`src/rtl/riscv_pkg.sv`:
```
// Shared RISC-V core definitions: opcodes, fetch constants, fetch FSM encoding
// and the fetch-buffer entry layout.
package riscv_pkg;

    localparam int unsigned XLEN = 32;
    localparam int unsigned ILEN = 32;

    localparam logic [6:0] OP_LUI    = 7'b0110111;
    localparam logic [6:0] OP_IMM    = 7'b0010011;
    localparam logic [6:0] OP_LOAD   = 7'b0000011;
    localparam logic [6:0] OP_STORE  = 7'b0100011;
    localparam logic [6:0] OP_BRANCH = 7'b1100011;
    localparam logic [6:0] OP_JAL    = 7'b1101111;

    localparam logic [ILEN-1:0] NOP    = 32'h0000_0013;
    localparam logic [XLEN-1:0] PC_INC = 32'd4;

    typedef enum logic [1:0] {
        F_PEDIR     = 2'd0,
        F_ESPERAR   = 2'd1,
        F_DESCARTAR = 2'd2
    } fetch_st_e;

    typedef struct packed {
        logic [ILEN-1:0] instr;
        logic [XLEN-1:0] pc;
    } fetch_ent_t;

endpackage

```
`src/rtl/buffer_instr.sv`:
```
// Two-entry {word, pc} FIFO in front of decode. Entry 0 is always the head,
// so the head outputs come straight from flops.
module buffer_instr
    import riscv_pkg::*;
(
    input  logic       clk,
    input  logic       rst_n,
    input  logic       push,
    input  logic       pop,
    input  logic       flush,
    input  fetch_ent_t din,
    output fetch_ent_t head,
    output logic [1:0] count,
    output logic       full,
    output logic       empty
);

    fetch_ent_t ent0_q, ent0_d;
    fetch_ent_t ent1_q, ent1_d;
    logic [1:0] count_q, count_d;
    logic       pop_ok;
    logic       push_ok;

    always_comb begin
        ent0_d  = ent0_q;
        ent1_d  = ent1_q;
        count_d = count_q;
        pop_ok  = pop && (count_q != 2'd0);
        push_ok = push && ((count_q != 2'd2) || pop_ok);
        // Flush wins over push and pop; the head is simply forgotten.
        if (flush) begin
            count_d = 2'd0;
        end else begin
            case ({push_ok, pop_ok})
                2'b10: begin
                    if (count_q == 2'd0) ent0_d = din;
                    else                 ent1_d = din;
                    count_d = count_q + 2'd1;
                end
                2'b01: begin
                    ent0_d  = ent1_q;
                    count_d = count_q - 2'd1;
                end
                2'b11: begin
                    if (count_q == 2'd1) begin
                        ent0_d = din;
                    end else begin
                        ent0_d = ent1_q;
                        ent1_d = din;
                    end
                end
                default: ;
            endcase
        end
    end

    always_ff @(posedge clk or negedge rst_n) begin
        if (!rst_n) begin
            ent0_q  <= '0;
            ent1_q  <= '0;
            count_q <= 2'd0;
        end else begin
            ent0_q  <= ent0_d;
            ent1_q  <= ent1_d;
            count_q <= count_d;
        end
    end

    assign head  = ent0_q;
    assign count = count_q;
    assign full  = (count_q == 2'd2);
    assign empty = (count_q == 2'd0);

endmodule

```
`src/rtl/etapa_fetch.sv`:
```
// Instruction-fetch stage: one outstanding memory request at a time, two-deep
// buffer to decode, redirect flushes buffered and in-flight instructions.
module etapa_fetch
    import riscv_pkg::*;
#(
    parameter logic [31:0] PC_RESET = 32'h0000_0000
) (
    input  logic        clk,
    input  logic        rst_n,
    output logic        mem_req,
    output logic [31:0] mem_addr,
    input  logic        mem_gnt,
    input  logic        mem_rvalid,
    input  logic [31:0] mem_rdata,
    input  logic        salto,
    input  logic [31:0] pc_destino,
    output logic        dec_valid,
    input  logic        dec_ready,
    output logic [31:0] instruccion,
    output logic [6:0]  opcode,
    output logic [31:0] pc_out,
    output logic        error_alin
);

    fetch_st_e   state_q, state_d;
    logic [31:0] pc_fetch_q, pc_fetch_d;
    logic [31:0] pc_req_q, pc_req_d;
    logic        error_alin_q, error_alin_d;
    logic        run_q;
    logic        push_c;
    logic [31:0] target_c;
    fetch_ent_t  head;
    logic [1:0]  fifo_count;
    logic        fifo_full;
    logic        fifo_empty;

    assign target_c = {pc_destino[31:2], 2'b00};

    // run_q keeps mem_req low until the first clock edge after reset release.
    assign mem_req  = run_q && (state_q == F_PEDIR) && (fifo_count < 2'd2);
    assign mem_addr = pc_fetch_q;

    always_comb begin
        state_d      = state_q;
        pc_fetch_d   = pc_fetch_q;
        pc_req_d     = pc_req_q;
        push_c       = 1'b0;
        error_alin_d = salto && (pc_destino[1:0] != 2'b00);
        case (state_q)
            F_PEDIR: begin
                if (salto) begin
                    pc_fetch_d = target_c;
                    if (mem_req && mem_gnt) state_d = F_DESCARTAR;
                end else if (mem_req && mem_gnt) begin
                    pc_req_d   = pc_fetch_q;
                    pc_fetch_d = pc_fetch_q + PC_INC;
                    state_d    = F_ESPERAR;
                end
            end
            F_ESPERAR: begin
                if (salto) begin
                    pc_fetch_d = target_c;
                    state_d    = mem_rvalid ? F_PEDIR : F_DESCARTAR;
                end else if (mem_rvalid) begin
                    push_c  = 1'b1;
                    state_d = F_PEDIR;
                end
            end
            F_DESCARTAR: begin
                if (salto) pc_fetch_d = target_c;
                if (mem_rvalid) state_d = F_PEDIR;
            end
            default: state_d = F_PEDIR;
        endcase
    end

    always_ff @(posedge clk or negedge rst_n) begin
        if (!rst_n) begin
            state_q      <= F_PEDIR;
            pc_fetch_q   <= PC_RESET;
            pc_req_q     <= PC_RESET;
            error_alin_q <= 1'b0;
            run_q        <= 1'b0;
        end else begin
            state_q      <= state_d;
            pc_fetch_q   <= pc_fetch_d;
            pc_req_q     <= pc_req_d;
            error_alin_q <= error_alin_d;
            run_q        <= 1'b1;
        end
    end

    buffer_instr u_buffer (
        .clk   (clk),
        .rst_n (rst_n),
        .push  (push_c && !fifo_full),
        .pop   (dec_valid && dec_ready),
        .flush (salto),
        .din   ({mem_rdata, pc_req_q}),
        .head  (head),
        .count (fifo_count),
        .full  (fifo_full),
        .empty (fifo_empty)
    );

    assign dec_valid   = !fifo_empty;
    assign instruccion = head.instr;
    assign opcode      = head.instr[6:0];
    assign pc_out      = head.pc;
    assign error_alin  = error_alin_q;

endmodule

```
`config.mk`:
```
export PLATFORM = sky130hd
export DESIGN_NAME = etapa_fetch
export DESIGN_NICKNAME = d
export VERILOG_FILES = /design/src/rtl/riscv_pkg.sv /design/src/rtl/buffer_instr.sv /design/src/rtl/etapa_fetch.sv
export SDC_FILE = /design/constraint.sdc
export NUM_CORES = 1
export LEC_CHECK = 0
export CAP_MARGIN = 0
export CORE_MARGIN = 1.5
export CORE_UTILIZATION = 40
export CTS_BUF_LIST = sky130_fd_sc_hd__clkbuf_2
export CTS_CLUSTER_SIZE = 16
export DETAILED_ROUTE_END_ITERATION = 7
export HOLD_SLACK_MARGIN = 0.15
export PLACE_DENSITY = 0.65
export SKIP_LAST_GASP = 1
export SYNTH_ARGS = -nofsm -noshare
export SYNTH_HDL_FRONTEND = slang
export SYNTH_SLANG_ARGS = --single-unit
```
`constraint.sdc`:
```
create_clock -name clk -period 4.56 [get_ports clk]
set_input_delay 0.456 -clock clk [delete_from_list [all_inputs] [get_ports clk]]
set_output_delay 0.456 -clock clk [all_outputs]
set_load 0.05 [all_outputs]
```
Word-level counts from Yosys, hierarchy flattened
Cells that the tools add are included.

word-level totals
  input bits = 70
  logic and storage cells = 75
  output and inout port bits = 106
  bits in registers = 198

cells by class
  bitwise gates (word level) = 1
  order comparisons = 1
  add/sub/neg operators = 3
  mux-type cells = 22
  reductions and logical operators = 24
  equality and inequality tests = 14

operator list
  kind                     number
  $mux W64                 4
  $pmux W64 S3             1
  $pmux W64 S2             1
  $mux W32                 3
  $pmux W32 S2             1
  $add A32 B3 Y32 const B  1
  $mux W2                  7
  $reduce_and A3 Y1        3
  $eq A2 B2 Y1 const B     4
  $logic_and A1 B1 Y1      8
  $ne A2 B2 Y1 const B     4
  $reduce_bool A2 Y1       4
  $eq A2 B1 Y1 const B     3
  $pmux W2 S3              1
  $reduce_bool A3 Y1       2
  $logic_not A2 Y1         2
  $ne A2 B1 Y1 const B     2
  $pmux W2 S2              1
  $reduce_and A4 Y1        1
  $mux W1                  3
  $ne A3 B2 Y1 const B     1
  $add A2 B1 Y2 const B    1
  $logic_not A1 Y1         2
  $lt A2 B2 Y1 const B     1
  4 further kinds          4

Logic depth before layout (Yosys ltp)
  depth in word-level cells = 9
  gate-level depth with buffers = 11
  depth with buffers taken out = 7

By module
From an unflattened synthesis, not the netlist that was laid out.

unflattened totals
  cell total of the unflattened synthesis = 777
  area total of the unflattened synthesis = 8957.3 um^2

by module, submodules not included
  module        instances  cells each  area an instance (um^2)  seq. area each (um^2)
  buffer_instr  1          436         5591.6                   3253.1
  etapa_fetch   1          341         3365.7                   1601.5

Worst setup path before layout
OpenSTA, ideal clock, no wires.

  kind = flip-flop to flip-flop
  start point = reg pc_fetch_q[2] (netlist: mem_addr[2])
  end point = reg pc_fetch_q[16] (netlist: mem_addr[16])
  buffers on the path = 0
  required time = 4.423 ns
  cell stages (with the launch flop) = 7
  path slack = 2.240 ns
  clock period less this slack = 2.320 ns
  data arrival time = 2.183 ns
  library setup time = 0.137 ns
  cell sequence = dfrtp_1 -> ha_1 -> nand4_1 -> or3_1 -> or3_1 -> o22ai_1 -> a21oi_1

between the ends
  cells in the longest elaborated chain, start to end = 4

ends and longest elaborated chain
  element                 RTL line           RTL
  start, declared         etapa_fetch.sv:26  logic [31:0] pc_fetch_q, pc_fetch_d;
  start signal, assigned  etapa_fetch.sv:86  pc_fetch_q <= pc_fetch_d;
  $add A32 B3 Y32         etapa_fetch.sv:56  pc_fetch_d = pc_fetch_q + PC_INC;
  $mux W32                etapa_fetch.sv:54  end else if (mem_req && mem_gnt) begin
  $mux W32                etapa_fetch.sv:51  if (salto) begin
  $pmux W32 S2            etapa_fetch.sv:49  case (state_q)

Every way passes these cells. The select of a mux whose other input is x is not followed.
A chain may end at the register's enable or synchronous reset.

Worst setup path in the final report
  start point = reg state_q[0]
  end point = out mem_req

between the ends
  cells in the longest elaborated chain, start to end = 3

ends and longest elaborated chain
  element                            RTL line           RTL
  start, declared                    etapa_fetch.sv:25  fetch_st_e state_q, state_d;
  start signal, assigned             etapa_fetch.sv:85  state_q <= state_d;
  $logic_not A2 Y1                   etapa_fetch.sv:40  assign mem_req = run_q && (state_q == F_PEDIR) && (fifo_count < 2'd2);
  $logic_and A1 B1 Y1 (2 in series)  etapa_fetch.sv:40
  end, declared                      etapa_fetch.sv:10  output logic mem_req,

Every way passes these cells.

==> summary.txt <==
Die
  • Core Area: approximately 0.021 sq mm
  • Die height: around 150 microns
  • Top-level port count: about 180
  • Initial Util: approximately 40%
  • Die ar.: 0.02262 sq mm
  • Die W: roughly 150 microns
  • Row cnt: 53

Timing
  • Max_slew headroom: ~24%
  • Final setup fails: 0
  • Max Clk Rate: between 300 and 400 MHz
  • WHS: between 0.2 and 0.3 ns
  • Unrepaired setup endpoints after global routing: no
  • Setup Skew: 0.02877 ns
  • Final count of pins violating max slew: 0
  • Period Utilization, post-route: 65.46%
  • Setup TNS: 0 ns
  • Slew @ Worst Pin: 1.124 ns
  • Final Hold Viols: 0
  • Tmin final: 2.985 ns

Final layout
  • Area delta synth->final: 24.88%
  • Layout cells sized above 1: 15.49%
  • Fill cells: roughly 1900
  • Post-layout util: between 50% and 60%
  • Fin nets: about 990

Route
  • Wirelength, routed: roughly 20000 microns
  • Post-route DRC: 0
  • Drt wl/cell: 16.54 microns
  • Vias per cell: approximately 5.2
  • DRT Pass-1 Iters: 4
  • Final ANT Viol Nets: 0
  • Vias: between 6000 and 7000
  • 1st-iter DRT viols: approximately 260

Place
  • Port Buf Inserts: about 170
  • DPL Wire Length: ~13000 microns
  • Placer congestion estimate: around 0.81

Synthesis
  • Dominant cells by area after synthesis: dfrtp_1 (55%), mux2_2 (12%), mux2i_1 (7.4%)
  • Post-synth EDFFs: 0
  • Post-Syn Area: roughly 0.0087 sq mm
  • Syn avg cell area: approximately 11 sq um
  • Ys async rst share: 100.0%
  • Synth top area share: a little over half
  • Top_reg_cell synth: dfrtp_1
  • Synth cell types: 48
  • Synthesized flop and latch total: between 150 and 200
  • Area leader, netlist: dfrtp_1
  • Sequential share of the synthesized area: 55.00%
  • Syn Inst Count: ~760
  • Synth warn: 0

GRT
  • Gr ovfl total: 0
  • Vias in the first global route: approximately 6000
  • Largest net degree at the start of global routing: 124
  • Initial antenna violation count: 1
  • Global-route wire length before repair: approximately 32000 microns
  • Overall routing resource usage: between 15 and 20%

Worst setup path
  • Crit-path slowest cell: clkdlybuf4s50_1
  • Worst reg2reg path depth: 8
  • WP data required: approximately 4 ns
  • Bufs and invs on worst path: 2
  • Critical Path End Type: output pin
  • CP arrival: about 2.5 ns
  • CP max FO: 4
  • Levels on crit path: 4
  • Crit path cell chain: inv_1 > ha_1 > and3_1 > clkdlybuf4s50_1
  • Worst path max stage delay: 0.81 ns
  • CP top delay family: buffers and inverters
  • Critical Path Source Type: flop
  • Critical path class: reg -> out

Clock tree
  • Root Buffer: clkbuf_2
  • Clk_lat worst skew: around 0.74 ns
  • Clock sink total: about 190
  • Post-CTS Setup Bufs: 0
  • Num CTS Buffers: 17
  • Clock slew at the register clock pins of the worst setup and hold paths: ~0.25 ns
  • Clock buffer depth: 2
  • H-tree depth: 4
  • TritonCTS clock tree: yes

Run
  • Max-Cap Viols: 0

Worst hold path
  • Hold Path Stages: 3
  • Hold Crit Class: in -> reg

Outcome
  • Outcome: finished, final reports clean

Power and ir drop
  • LEAKAGE: between 4 and 5 nW
  • P per Cell Area: 727.1 mW/mm^2
  • Worst IR Drop VDD: 0.3646 mV
[flip-flops by register name, indices dropped and copies added, names as in the netlist]
name	flops
state_q	2
run_q	1
pc_req_q	30
mem_addr	30
error_alin	1
u_buffer.count	2
u_buffer.ent1_q	62
u_buffer.head	63
[layout make-up]
| cell class | instances | area [sq um] | share of cell area (%) |
|---|---|---|---|
| inverters | 12 | 45.04 | 0.4150 |
| well taps | 275 | 344.1 | 3.170 |
| repair buffers | 184 | 1836 | 16.91 |
| clock buffers | 18 | 90.09 | 0.8301 |
| diodes | 1 | 2.502 | 0.02306 |
| clock inverters | 14 | 141.4 | 1.303 |
| flip-flops and latches | 191 | 4780 | 44.04 |
| multi-input cells | 504 | 3615 | 33.31 |
[logic make-up after synthesis]
kind of cell,synth area share (%)
DFF,55.00
and+or+nand+nor,9.603
AOI/OAI and AO/OA,10.84
muxes,19.29
buffers and inverters,3.829
adders and majority gates,1.152
other,0.08641
xor gates and xnor gates,0.2016
[cell usage in the layout (no fill, tap or decap), types with 3 or more instances in the layout]
cell and count:
nor2_1 22, clkinv_1 4, clkinvlp_4 4, nand3_1 8, a31oi_1 3, and3_1 7, clkbuf_2 18, and4_1 3
clkdlybuf4s50_1 172, buf_4 8, ha_1 8, o22ai_1 15, conb_1 3, o21ai_1 53, a211oi_1 6, o21ai_0 24
inv_1 11, nand2_1 91, mux2_2 92, nand4_1 12, mux2i_1 64, a2bb2oi_1 8, a21o_1 3, a21oi_1 39
or3_1 3, nor3_1 7, dfrtp_1 191
[metrics by stage]
step / cell area (sq um) / power (mW) / std cells / setup WS (ns)
2_1_floorplan: 8695 / 5.770 / 765 / 2.240
3_3_place_gp: 10600 / 7.057 / 1164 / 1.453
3_5_place_dp: 10600 / 7.125 / 1164 / 1.411
4_1_cts: 10840 / 7.965 / 1197 / 1.462
5_1_grt: 10850 / 8.421 / 1199 / 1.377
6_report: 10850 / 7.891 / 1199 / 1.575
[final timing paths]
| kind | end | start | slack [ns] |
|---|---|---|---|
| worst min-delay path | error_alin$_DFF_PN0_ | pc_destino[1] | 0.28 |
| max in group asynchronous | u_buffer.ent1_q[20]$_DFFE_PN0P_ | rst_n | 3.19 |
| worst max-delay path | mem_req | state_q[0]$_DFFE_PN0P_ | 1.58 |
| worst max register to register | mem_addr[26]$_DFFE_PN0P_ | state_q[0]$_DFFE_PN0P_ | 1.93 |
| min in group asynchronous | u_buffer.head[37]$_DFFE_PN0P_ | rst_n | 0.42 |
| worst min register to register | u_buffer.head[40]$_DFFE_PN0P_ | u_buffer.head[40]$_DFFE_PN0P_ | 0.52 |
[worst reg2reg max path, delay by kind of cell, from the launching register on]
| kind | cells | cell delay [ns] |
|---|---|---|
| simple gates | 3 | 0.99 |
| buf+inv | 2 | 0.46 |
| flops | 1 | 0.45 |
| fa+ha+maj | 1 | 0.36 |
| compound gates | 2 | 0.32 |
[where the power goes]
part	internal [mW]	total, mW	switching (mW)	leakage [nW]
clock network	0.251	0.833	0.582	0.130
registers	2.33	2.87	0.543	2.42
logic	1.54	4.19	2.65	2.10
total	4.12	7.89	3.78	4.65
[repair_timing]
| item | CTS | global route |
|---|---|---|
| hold buffers | 1 | 1 |
| resized for setup | 0 | 0 |
| hold endpoints to repair | 122 | 1 |
[cell usage after synthesis (all sizes together), types with 3 or more instances]
cell and n:
dfrtp 191, mux2 92, nand2 92, o21ai 77
mux2i 64, a21oi 40, buf 39, nor2 23
clkbuf 19, o22ai 15, nand4 13, inv 11
nand3 9, a2bb2oi 8, ha 8, and3 7
nor3 7, a211oi 6, a21o 4, nor4 4
a31oi 3, and4 3, o31ai 3, or3 3
[per-layer routing]
metal	global-route usage, %	part of all wire (%)	up-vias
li1	-	-	3020
met1	26.98	50	3020
met5	0	0	-
met2	26.67	44	209
met3	3.182	5.2	17
met4	5.931	1.3	0
Power figures use the tool's default switching activity.
==> variant (config.mk and constraints unchanged) <==
The output `error_alin` loses its register stage (`error_alin_q` becomes a continuous assignment).
--- a/src/rtl/etapa_fetch.sv
+++ b/src/rtl/etapa_fetch.sv
@@ -79,16 +79,16 @@
             state_q      <= F_PEDIR;
             pc_fetch_q   <= PC_RESET;
             pc_req_q     <= PC_RESET;
-            error_alin_q <= 1'b0;
             run_q        <= 1'b0;
         end else begin
             state_q      <= state_d;
             pc_fetch_q   <= pc_fetch_d;
             pc_req_q     <= pc_req_d;
-            error_alin_q <= error_alin_d;
             run_q        <= 1'b1;
         end
     end
+
+    assign error_alin_q = error_alin_d;
 
     buffer_instr u_buffer (
         .clk   (clk),
Check against the original RTL: not equivalent (a bounded check fails within 4 cycles, from zero or initial values and one cycle with rst_n low).
==> variant against the unedited design <==
Routed wire length fell by 0.44%. Fmax rose by 0.78%. Sequential share of layout area fell by 0.33 points. Worst setup slack improved by 0.023 ns. Power rose by 0.87%. Area after synthesis fell by 0.29%. Cell area rose by 0.22%. Sequential cell count fell by 1. Critical endpoint unchanged.
==> variant: results (changes against the unedited design) <==
Finish
  – Fraction of area in multi-input gates: 33.2% (-0.073 points)
  – Clock buffers: 19 (+1)
  – Buffers, non-clock: 187 (+1.6%)
  – Filler Cell Count: 1930 (+2.3%)
  – Invs w/o clock: 12 (unchanged)
  – Final non-clock buffer share: 17.1% (+0.17 points)
  – Layout cells sized above 1: 16.0% (+0.51 points)
  – Fin cells: 1201 (+0.17%)
  – Final nets: 990 (+0.20%)
  – Finished Cell Area: 10900 um2 (+0.22%)
  – Sequential portion of the cell area: 43.7% (-0.33 points)
  – Clock buf/inv share: 2.37% (+0.24 points)

Yosys
  – Mux contribution to synthesized area: 19.3% (+0.056 points)
  – Post-Synthesis Cells: 763 (-0.13%)
  – Seq/Total Area, Yosys: 54.9% (-0.13 points)
  – Synth Area in Compound Gates: 10.9% (+0.031 points)
  – Yosys cell types: 48 (unchanged)
  – Asr flop ratio synth: 100% (unchanged)
  – Post-Synth XOR/XNOR Area: 0.202% (+0.00058 points)
  – Post-synth top cells: 190 x dfrtp_1, 92 x mux2_2, 92 x nand2_1, 64 x mux2i_1, 53 x o21ai_1
  – Synthesized-area fraction occupied by adder cells: 1.16% (+0.0033 points)
  – Synth warn: 0 (unchanged)
  – Synth top area cells: dfrtp_1 55%, mux2_2 12%, mux2i_1 7.4%

Route
  – Vias: 6262 (-0.064%)
  – 1st-iter DRT viols: 270 (+5.9%)
  – Per-cell routed wire length: 16.4 um (-0.61%)

Placed design
  – DP Area: 10600 um2 (about the same)
  – DPL Wire Length: 13.6 mm (+4.2%)
  – Pre-CTS WS: 1.37 ns (-0.0436 ns)
  – GPL Wtd Cong: 0.787 (-3.0%)

Global route
  – Largest net degree at the start of global routing: 122 (-1.6%)
  – Number of global-route vias before repair: 5948 (-0.50%)
  – First-pass GRT wire length: 32.0 mm (about the same)
  – GRT Overall Usage: 18.2% (+0.020 points)

Worst setup path
  – Reg2reg end: mem_addr[7]
  – Worst EP arrival: 2.51 ns (-0.02 ns)

Hold path
  – Hold/Removal Path Class: in2reg
  – Hold path start: pc_destino[7]
  – Cells on Worst Hold Path: 3 (unchanged)
  – Hold worst-path end: mem_addr[7]

STA
  – Max-slew headroom: 27.3% (+2.9 points)
  – Final WS setup: 1.60 ns (+0.0232 ns)
  – Hold_ws: 0.313 ns (+0.0345 ns)
  – Skew final: 0.0345 ns (+0.00577 ns)

Power and ir drop
  – Lkg Pwr: 0.00468 uW (+0.56%)
  – Max rail drop VDD: 0.000349 V (-4.4%)

Status
  – Status: complete, no violations

Clocking
  – Reg clk slew, reported paths: 0.27 ns (+0.02 ns)
  – Hold_buf cts: 1 (unchanged)
  – Post_cts resized: 0 (unchanged)
  – TritonCTS Sinks: 190 (-0.52%)
-- variant: cell count changes after synthesis, sizes merged --
cell and change:
dfrtp -1
-- variant: report_power, final --
group          leakage [uW]  total [uW]  internal [uW]  switching [uW]
combinational       0.00212        4190           1550            2650
sequential          0.00241        2870           2320             553
clock              0.000153         897            314             583
-- variant: critical path: cells and delay by family (launching register included) --
| family | cells | cell delay (ns) |
|---|---|---|
| buf+inv | 2 | 0.93 |
| simple gates | 1 | 0.19 |
| fa+ha+maj | 1 | 0.21 |
| flops | 1 | 0.47 |
-- variant: through the flow --
step           utilization (%)  total power, uW
6_report                  51.4             7960
5_1_grt                   51.4             8490
4_1_cts                   51.4             8050
3_5_place_dp              50.1             7140
3_3_place_gp              50.1             7070
2_1_floorplan                -             5760
-- variant: routing by layer --
layer / up-vias / share of wire, % / GRT usage (%)
li1: 3019 / - / -
met1: 3046 / 49 / 26.7
met2: 185 / 45 / 27.3
met3: 12 / 4.7 / 3.70
met4: 0 / 0.90 / 4.51
met5: - / 0 / 0
